**src/rtl/preadd_pkg.sv**
```systemverilog
// Shared definitions for the round-robin pre-adder scheduler: defaults, op encoding, S1 entry layout.
package preadd_pkg;
  localparam int NREQ_DEF  = 4;
  localparam int WIDTH_DEF = 18;
  localparam int IDW_DEF   = $clog2(NREQ_DEF);

  localparam logic OP_ADD = 1'b0;
  localparam logic OP_SUB = 1'b1;

  // S1 entry at the default widths; the top rebuilds the same layout for its own parameters.
  typedef struct packed {
    logic [WIDTH_DEF-1:0] in0;
    logic [WIDTH_DEF-1:0] in1;
    logic                 sub;
    logic [IDW_DEF-1:0]   id;
  } s1_entry_t;
endpackage

```
**src/rtl/preadd_rr_sched_addsub.sv**
```systemverilog
// Combinational pre-adder/subtracter; result wraps modulo 2^WIDTH.
module preadd_addsub
  import preadd_pkg::*;
#(
  parameter int WIDTH = 18
) (
  input  logic [WIDTH-1:0] a,
  input  logic [WIDTH-1:0] b,
  input  logic             sub,
  output logic [WIDTH-1:0] y
);
  assign y = (sub == OP_SUB) ? (a - b) : (a + b);
endmodule

```
**src/rtl/preadd_rr_sched_arb.sv**
```systemverilog
// Combinational round-robin arbiter: first requester at or after ptr, wrapping modulo NREQ.
module rr_arbiter #(
  parameter int NREQ = 4,
  parameter int IDW  = 2
) (
  input  logic [NREQ-1:0] req,
  input  logic [IDW-1:0]  ptr,
  output logic [NREQ-1:0] grant,
  output logic [IDW-1:0]  idx,
  output logic            any
);
  function automatic int wrap(input int p, input int k);
    return (p + k) % NREQ;
  endfunction

  always_comb begin
    grant = '0;
    idx   = '0;
    any   = 1'b0;
    for (int k = 0; k < NREQ; k++) begin
      if (!any && req[wrap(int'(ptr), k)]) begin
        grant[wrap(int'(ptr), k)] = 1'b1;
        idx = IDW'(wrap(int'(ptr), k));
        any = 1'b1;
      end
    end
  end
endmodule

```
**src/rtl/preadd_rr_sched.sv**
```systemverilog
// Round-robin scheduler time-sharing one pre-adder between NREQ requesters; two-stage S1/S2 pipe.
module preadd_rr_sched
  import preadd_pkg::*;
#(
  parameter int NREQ  = NREQ_DEF,
  parameter int WIDTH = WIDTH_DEF,
  parameter int IDW   = $clog2(NREQ)
) (
  input  logic                  clk,
  input  logic                  rst_n,
  input  logic [NREQ-1:0]       req_valid,
  output logic [NREQ-1:0]       req_ready,
  input  logic [NREQ*WIDTH-1:0] req_in0,
  input  logic [NREQ*WIDTH-1:0] req_in1,
  input  logic [NREQ-1:0]       req_sub,
  output logic                  rsp_valid,
  input  logic                  rsp_ready,
  output logic [WIDTH-1:0]      rsp_data,
  output logic [IDW-1:0]        rsp_id,
  output logic [1:0]            in_flight
);
  typedef struct packed {
    logic [WIDTH-1:0] in0;
    logic [WIDTH-1:0] in1;
    logic             sub;
    logic [IDW-1:0]   id;
  } s1_t;

  logic [IDW-1:0]  rr_ptr;
  logic            s1_valid;
  s1_t             s1;
  logic [NREQ-1:0] grant;
  logic [IDW-1:0]  g_idx;
  logic            g_any;
  logic            s2_free, s1_load_ok, accept, s1_adv;
  logic [WIDTH-1:0] sum;

  assign s2_free    = !rsp_valid | rsp_ready;
  assign s1_load_ok = !s1_valid | s2_free;
  assign s1_adv     = s1_valid & s2_free;
  assign req_ready  = grant & {NREQ{s1_load_ok}};
  assign accept     = g_any & s1_load_ok;
  assign in_flight  = {1'b0, s1_valid} + {1'b0, rsp_valid};

  rr_arbiter #(.NREQ(NREQ), .IDW(IDW)) u_arb (
    .req   (req_valid),
    .ptr   (rr_ptr),
    .grant (grant),
    .idx   (g_idx),
    .any   (g_any)
  );

  preadd_addsub #(.WIDTH(WIDTH)) u_addsub (
    .a   (s1.in0),
    .b   (s1.in1),
    .sub (s1.sub),
    .y   (sum)
  );

  // S1 and round-robin pointer
  always_ff @(posedge clk or negedge rst_n) begin
    if (!rst_n) begin
      rr_ptr   <= '0;
      s1_valid <= 1'b0;
      s1       <= '0;
    end else if (accept) begin
      s1_valid <= 1'b1;
      s1.in0   <= req_in0[g_idx*WIDTH +: WIDTH];
      s1.in1   <= req_in1[g_idx*WIDTH +: WIDTH];
      s1.sub   <= req_sub[g_idx];
      s1.id    <= g_idx;
      rr_ptr   <= (int'(g_idx) == NREQ-1) ? '0 : g_idx + 1'b1;
    end else if (s1_adv) begin
      s1_valid <= 1'b0;
    end
  end

  // S2: holds stable whenever the consumer stalls
  always_ff @(posedge clk or negedge rst_n) begin
    if (!rst_n) begin
      rsp_valid <= 1'b0;
      rsp_data  <= '0;
      rsp_id    <= '0;
    end else if (s2_free) begin
      rsp_valid <= s1_valid;
      if (s1_valid) begin
        rsp_data <= sum;
        rsp_id   <= s1.id;
      end
    end
  end
endmodule
```
**config.mk**
```make
export PLATFORM = sky130hd
export DESIGN_NAME = preadd_rr_sched
export DESIGN_NICKNAME = d
export VERILOG_FILES = /design/src/rtl/preadd_pkg.sv /design/src/rtl/preadd_rr_sched_addsub.sv /design/src/rtl/preadd_rr_sched_arb.sv /design/src/rtl/preadd_rr_sched.sv
export SDC_FILE = /design/constraint.sdc
export NUM_CORES = 1
export LEC_CHECK = 0
export ABC_AREA = 1
export BUFFER_PORTS_ARGS = -buffer_cell sky130_fd_sc_hd__buf_2
export CORE_MARGIN = 8
export CORE_UTILIZATION = 53
export CTS_CLUSTER_SIZE = 20
export DETAILED_ROUTE_END_ITERATION = 10
export PLACE_DENSITY = 0.88
export SETUP_SLACK_MARGIN = 0.2
export SKIP_CTS_REPAIR_TIMING = 1
export SLEW_MARGIN = 20
export SYNTH_ARGS = -nofsm -noshare
export SYNTH_HDL_FRONTEND = slang
export SYNTH_HIERARCHICAL = 1
export SYNTH_SLANG_ARGS = --single-unit
```
**constraint.sdc**
```tcl
create_clock -name clk -period 2.9 [get_ports clk]
set_input_delay 0.29 -clock clk [delete_from_list [all_inputs] [get_ports clk]]
set_output_delay 0.29 -clock clk [all_outputs]
set_load 0.05 [all_outputs]
```
Word-level counts from Yosys, hierarchy flattened
Index checks and enable logic that the tools add are counted.
{"block": "op_classes", "order_cmp": 9, "mul": 1, "n_mux": 37, "eq_ne": 1, "n_addsub": 7, "shift": 2, "reduce_logical": 17, "n_bitwise": 11}
{"op": "72-bit by 8-bit indexed part select with 18-bit output", "count": 2}
{"op": "18-bit adder", "count": 1}
{"op": "1-bit two-way mux", "count": 18}
{"op": "18-bit two-way mux", "count": 1}
{"op": "18-bit subtractor", "count": 1}
{"op": "4-bit two-way mux", "count": 4}
{"op": "3-bit by 4-bit < comparator with 1-bit output (second input constant)", "count": 3}
{"op": "4-bit OR", "count": 3}
{"op": "1-bit binary-select mux with 2-bit select", "count": 5}
{"op": "2-bit two-way mux", "count": 5}
{"op": "3-bit by 1-bit greater-or-equal comparator with 1-bit output (second input constant)", "count": 3}
{"op": "1-bit demux with 2-bit select", "count": 4}
{"op": "1-bit logical AND", "count": 7}
{"op": "2-bit by 3-bit < comparator with 1-bit output (second input constant)", "count": 2}
{"op": "2-bit by 4-bit multiplier with 6-bit output (second input constant)", "count": 1}
{"op": "2-bit OR reduction", "count": 3}
{"op": "1-bit zero test", "count": 5}
{"op": "2-bit by 1-bit adder with 2-bit output (second input constant)", "count": 2}
{"op": "2-bit adder (second input constant)", "count": 2}
{"op": "4-bit AND", "count": 1}
{"op": "1-bit AND (first input constant)", "count": 3}
{"op": "1-bit by 1-bit adder with 2-bit output", "count": 1}
{"op": "1-bit AND", "count": 2}
{"op": "2-bit by 1-bit == test with 1-bit output (second input constant)", "count": 1}
{"op": "other kinds (4)", "count": 5}
{"block": "word_totals", "out_inout_bits": 27, "elab_cells": 94, "reg_bits": 63}

Logic depth before layout (Yosys ltp)
Gate-level depths: netlist of run 1.
{"block": "depth", "depth_word": 16, "depth_mapped": 19, "depth_no_buf": 19}

By module
The synthesis of run 1 kept the hierarchy.
{"module": "preadd_rr_sched", "cells_each": 710, "area_each_um2": 4192.8, "instances": 1}
{"module": "preadd_addsub", "cells_each": 254, "area_each_um2": 1425.1, "instances": 1}
{"module": "rr_arbiter", "cells_each": 74, "area_each_um2": 435.4, "instances": 1}

Least setup slack after synthesis of run 1
Ideal clock, no wire load.
{"block": "synth_path", "path_kind": "reg-to-reg", "from": "register rr_ptr[0]", "to": "register s1[36] in the netlist's numbering", "t_arrival_ns": 2.272, "path_stages_with_launch": 17, "slack_ns": 0.512, "cell_sequence": "dfrtp_1 > inv_2 > ha_1 > inv_1 > nand2_1 > nand2_2 > nor2_4 > buf_6 > nand4_1 > nand3_1 > buf_2 > buf_2 > nand2_1 > nand3_1 > nand2_1 > nand2_1 > nand2_1"}
{"block": "synth_between", "elab_chain_len": 14, "word_cells_on_any_way": 31, "cone_classes": "add/sub (3); mul (1); shift (1); mux (19); bitwise (1); reduce/logical (6)"}
{"item": "from (decl)", "line": "preadd_rr_sched.sv:29", "text": "logic [IDW-1:0] rr_ptr;"}
{"item": "from (signal assigned)", "line": "preadd_rr_sched.sv:72", "text": "rr_ptr <= (int'(g_idx) == NREQ-1) ? '0 : g_idx + 1'b1;"}
{"item": "2-bit by 1-bit adder with 2-bit output or 1-bit binary-select mux with 2-bit select (tied branches)", "line": "preadd_rr_sched_arb.sv:13, preadd_rr_sched_arb.sv:21"}
{"item": "1-bit binary-select mux with 2-bit select or 1-bit two-way mux (tied branches)", "line": "preadd_rr_sched_arb.sv:21", "text": "if (!any && req[wrap(int'(ptr), k)]) begin"}
{"item": "1-bit two-way mux (implied by the code)", "line": "preadd_rr_sched_arb.sv:21"}
{"item": "1-bit two-way mux (implied by the code) or 1-bit zero test (tied branches)", "line": "preadd_rr_sched_arb.sv:21"}
{"item": "1-bit logical AND", "line": "preadd_rr_sched_arb.sv:21"}
{"item": "1-bit two-way mux", "line": "preadd_rr_sched_arb.sv:21"}
{"item": "1-bit zero test", "line": "preadd_rr_sched_arb.sv:21"}
{"item": "1-bit logical AND", "line": "preadd_rr_sched_arb.sv:21"}
{"item": "1-bit two-way mux", "line": "preadd_rr_sched_arb.sv:21"}
{"item": "1-bit zero test", "line": "preadd_rr_sched_arb.sv:21"}
{"item": "1-bit logical AND", "line": "preadd_rr_sched_arb.sv:21"}
{"item": "2-bit two-way mux (*)", "line": "preadd_rr_sched_arb.sv:21"}
{"item": "named net g_idx[0]", "line": "preadd_rr_sched.sv:33", "text": "logic [IDW-1:0] g_idx;"}
{"item": "2-bit by 4-bit multiplier with 6-bit output (*)", "line": "preadd_rr_sched.sv:68", "text": "s1.in0 <= req_in0[g_idx*WIDTH +: WIDTH];"}
{"item": "72-bit by 8-bit indexed part select with 18-bit output (*)", "line": "preadd_rr_sched.sv:68"}
{"item": "to (decl)", "line": "preadd_rr_sched.sv:31", "text": "s1_t s1;"}
Mark *: on every way through the listed nets, which the timed path passes. The rest lies on a longest branch. The select of a mux whose other input is x is not followed.
A chain may end at the register's enable or synchronous reset.

Worst setup path after layout of run 1
{"block": "layout_path", "from": "register s1[3] in the netlist's numbering", "to": "register rsp_data[17]"}
{"block": "layout_between", "elab_chain_len": 2, "word_cells_on_any_way": 3, "cone_classes": "add/sub (2); mux (1)"}
{"item": "18-bit adder or 18-bit subtractor (tied branches)", "line": "preadd_rr_sched_addsub.sv:12", "text": "assign y = (sub == OP_SUB) ? (a - b) : (a + b);"}
{"item": "18-bit two-way mux (*)", "line": "preadd_rr_sched_addsub.sv:12"}
{"item": "named net sum[17]", "line": "preadd_rr_sched.sv:36", "text": "logic [WIDTH-1:0] sum;"}
{"item": "to (signal assigned)", "line": "preadd_rr_sched.sv:87", "text": "rsp_data <= sum;"}
{"item": "to (decl)", "line": "preadd_rr_sched.sv:18", "text": "output logic [WIDTH-1:0] rsp_data,"}
Mark *: on every way through the listed nets, which the timed path passes. The rest lies on a longest branch.

==> flow_summary.yaml, run 1 <==
timing:
  setup_viol: 0
  worstMarginPinSlew_ns: 0.668
  fin_tns_setup_ns: 0
  whs_ns: -0.00444
  finClkSkew_ns: 0.00706
  hold_viol_final: 8
  period_share_pct: 91.5
  slew_violations: 0
  rsz0062_at_grt: "yes"
  timing.fmax_mhz: 377
  timing.final.crit_period_ns: 2.65
  relSlewSlack_pct: 55.5
floorplan:
  dieHeight_um: 123
  die_w_um: 123
  ios: 182
  row_count: 39
  start_util_pct: 53.7
  fp.coreArea_sq_um: 11300
  die-area_sq_um: 15100
grt:
  grt_overflow: 0
  grt_pass1_wl_um: 27600
  grt_max_degree: 55
  antenna_found_initial: 0
  grt_pass1_vias: 6351
  grt_usage_pct: 21.9
cells_and_area:
  syn_to_final_growth_pct: 27.3
  drive_gt1_share_pct: 23.9
  nets: 1396
  antennaDiodeCount: 0
logic_synthesis:
  synth_top_family_by_area: "simple AND/OR/NAND/NOR gates"
  synth_xor_area_share_pct: 3.62
  synth_enable_flop_cells: 0
  post_synth.cell_area_avg_sq_um: 5.83
  synthSimpleGateAreaFrac_pct: 43.8
  yosys_warnings: 6
  ys_ff_latch: 63
  synth_fp_nets: 1219
  synth_mux_area_share_pct: 0
  synth_fa_ha_area_share_pct: 5.50
  synth_compound_area_share_pct: 4.67
  async_flop_share_pct: 100
  synth_cells: 1038
  ys_seq_area_share_pct: 26.0
  synth-main-ff-cell: "dfrtp_1"
  syn_area_sq_um: 6050
  synth.distinct_cells: 35
drt:
  avgViaCountPerCell: 4.97
  drt-pass1-iter-count: 8
  ant_nets: 0
  remaining_drc_errors: 0
  routed_wl_um: 17200
  vias: 6773
  drt_iter0_markers: 454
  avgRoutedWirePerCell_um: 12.6
clock_tree:
  h-tree-depth: 3
  clock_latency_ns: 0.33
  cts.sinks: 63
  clk_pin_slew_worst_paths_ns: 0.06
  cts_buffers: 9
  cts_tree: "built"
  clk_path_buf_depth: 2
  root_buffer: "clkbuf_16"
worst_setup_path:
  crit_top_cell: "nand2_1"
  max_stage_delay_ns: 0.40
  crit_family: "simple AND/OR/NAND/NOR gates"
  worst_setup_path_end_kind: "flop"
  critical_path_buf_inv_count: 2
  crit_required_ns: 3.11
  cp-start-kind: "flop"
  crit_arrival_ns: 2.86
  cp_max_fo: 4
  path_class: "reg -> reg"
  cpMaxStageDelayCell: "dfrtp_1"
  critical_path.cell_chain: "inv_2 > ha_4 > nand3_4 > o21ai_4 > nand2_4 > nor2_4 > nand2_2 > xor2_1 > ha_1 > a21o_1 > nor2_1 > nand2_1 > inv_1 > nand2_1 > nand2_1 > nand2_1 > nand3_1 > nand2_1"
  ff2ff_setup_slack_ns: 0.25
status:
  run_status: "finished with violations"
  violations: "negative hold slack"
run:
  maxCapViolCount: 0
placement:
  io_buffers: 181
  dp_hpwl_um: 12700
  place_congestion: 0.941
worst_hold_path:
  hold_class: "in -> async"
final timing paths:
check,from,endpoint,cells after the start
min,rst_n,rsp_data[11]$_DFFE_PN0P_,1
min in group clk,rsp_ready,s1_valid$_DFFE_PN0P_,4
max,s1[3]$_DFFE_PN0P_,rsp_data[17]$_DFFE_PN0P_,18
min reg2reg,rsp_data[3]$_DFFE_PN0P_,rsp_data[3]$_DFFE_PN0P_,2
max reg2reg,s1[3]$_DFFE_PN0P_,rsp_data[17]$_DFFE_PN0P_,18
max in group asynchronous,rst_n,rr_ptr[1]$_DFFE_PN0P_,2
cell usage in the layout (no fill, tap or decap), types with 6 or more instances in the layout:
master	netlist	routed
nand3_1	122	120
xor2_1	18	18
a21oi_1	21	14
ha_1	25	17
dfrtp_1	63	60
nand2_2	12	18
inv_2	4	6
buf_4	0	16
nand4_1	10	10
nand3_2	5	6
nor2_2	3	6
xnor2_1	7	6
buf_2	21	178
clkbuf_16	0	10
nor2_1	34	30
inv_1	199	196
a21oi_2	0	7
nand2_1	436	429
o21ai_0	9	8
per-stage QoR:
step           area [sq um]  hold slack (ns)  std cells  setup WS [ns]  util, %
6_report               7710         -0.00444       1363          0.247     68.4
5_1_grt                7710           0.0506       1363         0.0796     68.4
3_3_place_gp           7050            0.355       1332          0.246     62.5
4_1_cts                7370           0.0145       1348          0.156     65.4
3_5_place_dp           7050            0.362       1332          0.193     62.5
2_1_floorplan          6050         -0.00559       1038          0.512        -
cell usage after synthesis (5+ instances only):
cell type	number	area share (%)
a21oi_1	21	1.7
buf_2	21	1.7
clkbuf_1	12	0.74
dfrtp_1	63	26
ha_1	25	5.2
inv_1	199	12
nand2_1	436	27
nand2_2	12	1.2
nand3_1	122	10
nand3_2	5	0.83
nand4_1	10	1.0
nor2_1	34	2.1
o21ai_0	9	0.74
o21ai_1	6	0.50
xnor2_1	7	1.0
xor2_1	18	2.6
layout make-up:
cell class | instances | area [sq um]
clock inverters | 5 | 81.3
multi-input cells | 730 | 3670
clock buffers | 11 | 243
well taps | 143 | 179
repair buffers | 205 | 1170
flip-flops and latches | 63 | 1580
fillers | 982 | 3560
inverters | 206 | 791
cell families (layout without fill, tap and decap cells):
logic type / Yosys count / in the layout
adder cells (fa/ha/maj): 26 / 26
XOR/XNOR: 25 / 25
AND/OR/NAND/NOR: 630 / 631
flip-flops: 63 / 63
buffers and inverters: 246 / 427
AO/OA/AOI/OAI: 48 / 48
routing by layer:
layer | vias up | track usage (%) | wire (um) | share of wire [%]
met3 | 35 | 5.38 | 1310 | 7.6
met1 | 3023 | 27.5 | 7430 | 43
met5 | - | 0 | 0 | 0
met4 | 0 | 7.31 | 361 | 2.1
li1 | 3467 | - | - | -
met2 | 248 | 36.3 | 8100 | 47
sequential cells by signal, indices dropped and copies added (netlist names):
register,cells
rr_ptr,2
s1_valid,1
rsp_valid,1
s1,39
rsp_id,2
rsp_data,18
Power of run 1 is left out: the tool's default activity adds up to more than one toggle a clock period on the data nets, which glitch-free logic cannot reach.
==> inputs of run 2 (changes only) <==
--- a/config.mk
+++ b/config.mk
@@ -11,6 +11,7 @@
 export CORE_UTILIZATION = 53
 export CTS_CLUSTER_SIZE = 20
 export DETAILED_ROUTE_END_ITERATION = 10
+export HOLD_SLACK_MARGIN = 0.15
 export PLACE_DENSITY = 0.88
 export SETUP_SLACK_MARGIN = 0.2
 export SKIP_CTS_REPAIR_TIMING = 1
==> run 2 against run 1 <==
The run now ends clean. Non-clock buffer count increased by 1. Largest cell class unchanged. Sequential share of layout area about the same. Sequential cell count unchanged. Critical path depth decreased by 2. Worst setup slack got worse by 0.014 ns. Critical endpoint is now rsp_data[15]$_DFFE_PN0P_. Clock skew increased by 0.00062 ns. Final area increased by 0.13%. Global-route usage unchanged. Via count decreased by 0.37%. Wire length about the same.
==> flow_summary.yaml, run 2 (synthesis results as in run 1) <==
status:
  run_status: "finished, final reports clean"
cells_and_area:
  final_cell_mix: "nand2_1 (429), inv_1 (196), buf_2 (178)"
  post-route-util_pct: 68.5
  top_regs: "s1: 39 flops, rsp_data: 18 flops"
  largest-register: "s1"
  drive_gt1_share_pct: 23.9
  largest_reg_flops: 39
  fin_cells: 1364
  final_common_cell: "nand2_1"
  nFillCells: 983
  regArea_sq_um: 1580
  antennaDiodeCount: 0
  syn_to_final_growth_pct: 27.5
  multi_input_area_sq_um: 3670
  nets: 1397
clock_tree:
  clock_latency_ns: 0.33
  root_buffer: "clkbuf_16"
  cts.sinks: 63
  clk_pin_slew_worst_paths_ns: 0.06
  h-tree-depth: 3
  clk_path_buf_depth: 2
  cts_buffers: 9
  cts_tree: "built"
timing:
  whs_ns: 0.298
  setup_viol: 0
  hold_viol_final: 0
  rsz0062_at_grt: "yes"
  timing.fmax_mhz: 375
  relSlewSlack_pct: 55.3
  worstMarginPinSlew_ns: 0.671
  slew_violations: 0
  timing.final.crit_period_ns: 2.67
  fin_tns_setup_ns: 0
  period_share_pct: 92.0
  finClkSkew_ns: 0.00768
floorplan:
  row_count: 39
  fp.coreArea_sq_um: 11300
  start_util_pct: 53.7
  dieHeight_um: 123
  die-area_sq_um: 15100
  die_w_um: 123
  ios: 182
grt:
  grt_pass1_vias: 6351
  grt_max_degree: 55
  antenna_found_initial: 0
  grt_overflow: 0
  grt_usage_pct: 21.9
  grt_pass1_wl_um: 27600
worst_setup_path:
  cp_max_fo: 4
  ff2ff_setup_slack_ns: 0.23
  cp-start-kind: "flop"
  crit_required_ns: 3.11
  path_class: "reg -> reg"
  worst_setup_path_end_kind: "flop"
  crit_arrival_ns: 2.87
drt:
  avgRoutedWirePerCell_um: 12.6
  drt-pass1-iter-count: 8
  routed_wl_um: 17200
  remaining_drc_errors: 0
  ant_nets: 0
  avgViaCountPerCell: 4.95
  drt_iter0_markers: 470
  vias: 6748
placement:
  io_buffers: 181
  place_congestion: 0.941
  dpl.cell_count: 1332
  dp_hpwl_um: 12700
worst_hold_path:
  hold_class: "in -> reg"
run:
  maxCapViolCount: 0
run 2: routing by layer:
| layer | vias to the layer above | track usage (%) | routed length (um) |
|---|---|---|---|
| met2 | 249 | 36.3 | 8130 |
| met1 | 2995 | 27.5 | 7370 |
| li1 | 3471 | - | - |
| met5 | - | 0 | 0 |
| met3 | 33 | 5.38 | 1350 |
| met4 | 0 | 7.31 | 346 |
run 2: path summary, 6_finish.rpt:
check / startpoint / to / depth (start not counted)
max in group asynchronous: rst_n / rr_ptr[1]$_DFFE_PN0P_ / 3
hold / removal: rsp_ready / s1_valid$_DFFE_PN0P_ / 4
setup / recovery: s1[3]$_DFFE_PN0P_ / rsp_data[15]$_DFFE_PN0P_ / 16
min in group asynchronous: rst_n / rsp_data[11]$_DFFE_PN0P_ / 2
hold reg to reg: rsp_data[3]$_DFFE_PN0P_ / rsp_data[3]$_DFFE_PN0P_ / 2
setup reg to reg: s1[3]$_DFFE_PN0P_ / rsp_data[15]$_DFFE_PN0P_ / 16
run 2: area by class of cell:
cell class	count	area share, %
clock inverters	5	1.05
well taps	143	2.32
inverters	206	10.2
repair buffers	206	15.3
flip-flops and latches	63	20.5
clock buffers	11	3.15
multi-input cells	730	47.5
run 2: stage by stage:
stage / cell area [sq um] / setup WS, ns
4_1_cts: 7370 / 0.156
6_report: 7720 / 0.233
3_5_place_dp: 7050 / 0.193
5_1_grt: 7720 / 0.0796
2_1_floorplan: 6050 / 0.512
3_3_place_gp: 7050 / 0.246
run 2: worst max-delay path, stage by stage (launching register included):
cell and delay, ns:
dfrtp_1 0.40, inv_2 0.11, ha_4 0.17, nand3_4 0.08, o21ai_4 0.23, nand2_4 0.09, xnor2_2 0.22, ha_4 0.26
a21oi_2 0.22, a21boi_2 0.22, nor2_1 0.06, nor2_1 0.14, nand2_1 0.06, nand2_1 0.05, nand2_1 0.04, nand3_1 0.08
nand2_1 0.08
Power of run 2 is left out for the same reason.
==> inputs of run 3 (changes only) <==
--- a/config.mk
+++ b/config.mk
@@ -7,7 +7,6 @@
 export LEC_CHECK = 0
 export ABC_AREA = 1
 export BUFFER_PORTS_ARGS = -buffer_cell sky130_fd_sc_hd__buf_2
-export CORE_MARGIN = 8
 export CORE_UTILIZATION = 53
 export CTS_CLUSTER_SIZE = 20
 export DETAILED_ROUTE_END_ITERATION = 10
==> run 3 against run 2 <==
Global-route usage rose by 5.5 points. Highest routed layer unchanged. Wire length fell by 6.0%. Die area fell by 21%. Worst setup slack got worse by 0.023 ns. Register-to-register slack got worse by 0.02 ns. Final area fell by 0.75%. Sequential cell count did not move. Critical path type unchanged.
==> flow_summary.yaml, run 3 (synthesis results as in run 1) <==
floorplan:
  row_count: 38
  start_util_pct: 55.1
  ios: 182
  die_w_um: 109
  dieHeight_um: 109
  fp.coreArea_sq_um: 11000
  die-area_sq_um: 11900
clock_tree:
  clk_path_buf_depth: 2
  h-tree-depth: 3
  cts_buffers: 9
  root_buffer: "clkbuf_16"
  cts_tree: "built"
  clock_latency_ns: 0.32
  cts.sinks: 63
  clk_pin_slew_worst_paths_ns: 0.05
placement:
  place_congestion: 0.972
  dp_hpwl_um: 11700
  dpl_worst_slack_ns: 0.170
  io_buffers: 181
cells_and_area:
  nets: 1395
  multi_input_area_sq_um: 3670
  drive_gt1_share_pct: 24.0
  post-route-util_pct: 69.7
  top_regs: "s1: 39 flops, rsp_data: 18 flops"
  largest_reg_flops: 39
  nFillCells: 948
  regArea_sq_um: 1580
  final_cell_mix: "nand2_1 (428), inv_1 (196), buf_2 (181)"
  syn_to_final_growth_pct: 26.5
  final_common_cell: "nand2_1"
  antennaDiodeCount: 0
  largest-register: "s1"
drt:
  ant_nets: 0
  avgRoutedWirePerCell_um: 11.9
  routed_wl_um: 16200
  remaining_drc_errors: 0
  drt-pass1-iter-count: 5
  avgViaCountPerCell: 5.03
  vias: 6841
  drt_iter0_markers: 387
grt:
  grt_usage_pct: 27.5
  grt_pass1_vias: 6209
  grt_pass1_wl_um: 26400
  antenna_found_initial: 0
  grt_overflow: 0
  grt_max_degree: 76
timing:
  worstMarginPinSlew_ns: 0.690
  setup_viol: 0
  final.setup.worst_slack_ns: 0.210
  fin_tns_setup_ns: 0
  timing.final.crit_period_ns: 2.69
  rsz0062_at_grt: "yes"
  relSlewSlack_pct: 53.9
  finClkSkew_ns: 0.00766
  slew_violations: 0
  timing.fmax_mhz: 372
  period_share_pct: 92.8
  hold_viol_final: 0
worst_setup_path:
  startpoint: "s1[3]$_DFFE_PN0P_"
  crit_required_ns: 3.16
  cp_max_fo: 5
  r2r_start: "s1[3]$_DFFE_PN0P_"
  worst_setup_path_end_kind: "flop"
  ff2ff_setup_slack_ns: 0.21
  reg2reg_to: "rsp_data[15]$_DFFE_PN0P_"
  cp-start-kind: "flop"
  crit_end: "rsp_data[15]$_DFFE_PN0P_"
  reg2regPathDepth: 17
  crit_arrival_ns: 2.95
  path_class: "reg -> reg"
worst_hold_path:
  hold_class: "in -> reg"
status:
  run_status: "finished, final reports clean"
run:
  maxCapViolCount: 0
run 3: critical path, stage by stage (launching register included):
cell and delay, ns:
dfrtp_1 0.40, inv_2 0.10, ha_4 0.16, nand3_4 0.08, o21ai_4 0.24, nand2_4 0.09
nor2_4 0.13, xor2_1 0.08, ha_1 0.39, buf_4 0.14, nand4_1 0.13, nor3_1 0.21
nand2_1 0.12, nand2_1 0.08, nand2_1 0.06, nand2_2 0.06, nand3_2 0.07, nand2_1 0.09
run 3: worst min path at each step:
stage	depth (start not counted)	startpoint	slack [ns]	end
floorplan	0	rst_n	-0.006	rr_ptr[0]$_DFFE_PN0P_
global placement	1	rst_n	0.33	rsp_id[0]$_DFFE_PN0P_
detailed placement	1	rst_n	0.33	rsp_data[0]$_DFFE_PN0P_
CTS	1	rst_n	-0.01	rsp_data[0]$_DFFE_PN0P_
global route	4	rsp_ready	0.34	s1_valid$_DFFE_PN0P_
finish	4	rsp_ready	0.32	s1_valid$_DFFE_PN0P_
run 3: cell type report:
type	instances	area share [%]
clock inverter	4	0.915
inverter	206	10.3
multi-input combinational	730	48.0
clock buffer	12	3.09
sequential	63	20.6
timing repair buffer	204	14.9
tap	140	2.29
run 3: metal layers:
metal | up-vias | global-route usage [%] | part of all wire (%)
met1 | 3040 | 34.3 | 43
met3 | 40 | 3.77 | 5.7
met2 | 288 | 48.0 | 49
met5 | - | 0 | 0
met4 | 0 | 10.1 | 2.8
li1 | 3473 | - | -
run 3: per-stage QoR:
step | instance area, sq um | hold WS (ns) | cells
after floorplan | 6050 | -0.00559 | 1038
after global placement | 7040 | 0.335 | 1330
after detailed placement | 7040 | 0.333 | 1330
after CTS | 7350 | -0.0117 | 1346
after global routing | 7660 | 0.342 | 1359
final | 7660 | 0.324 | 1359
Power of run 3 is left out for the same reason.
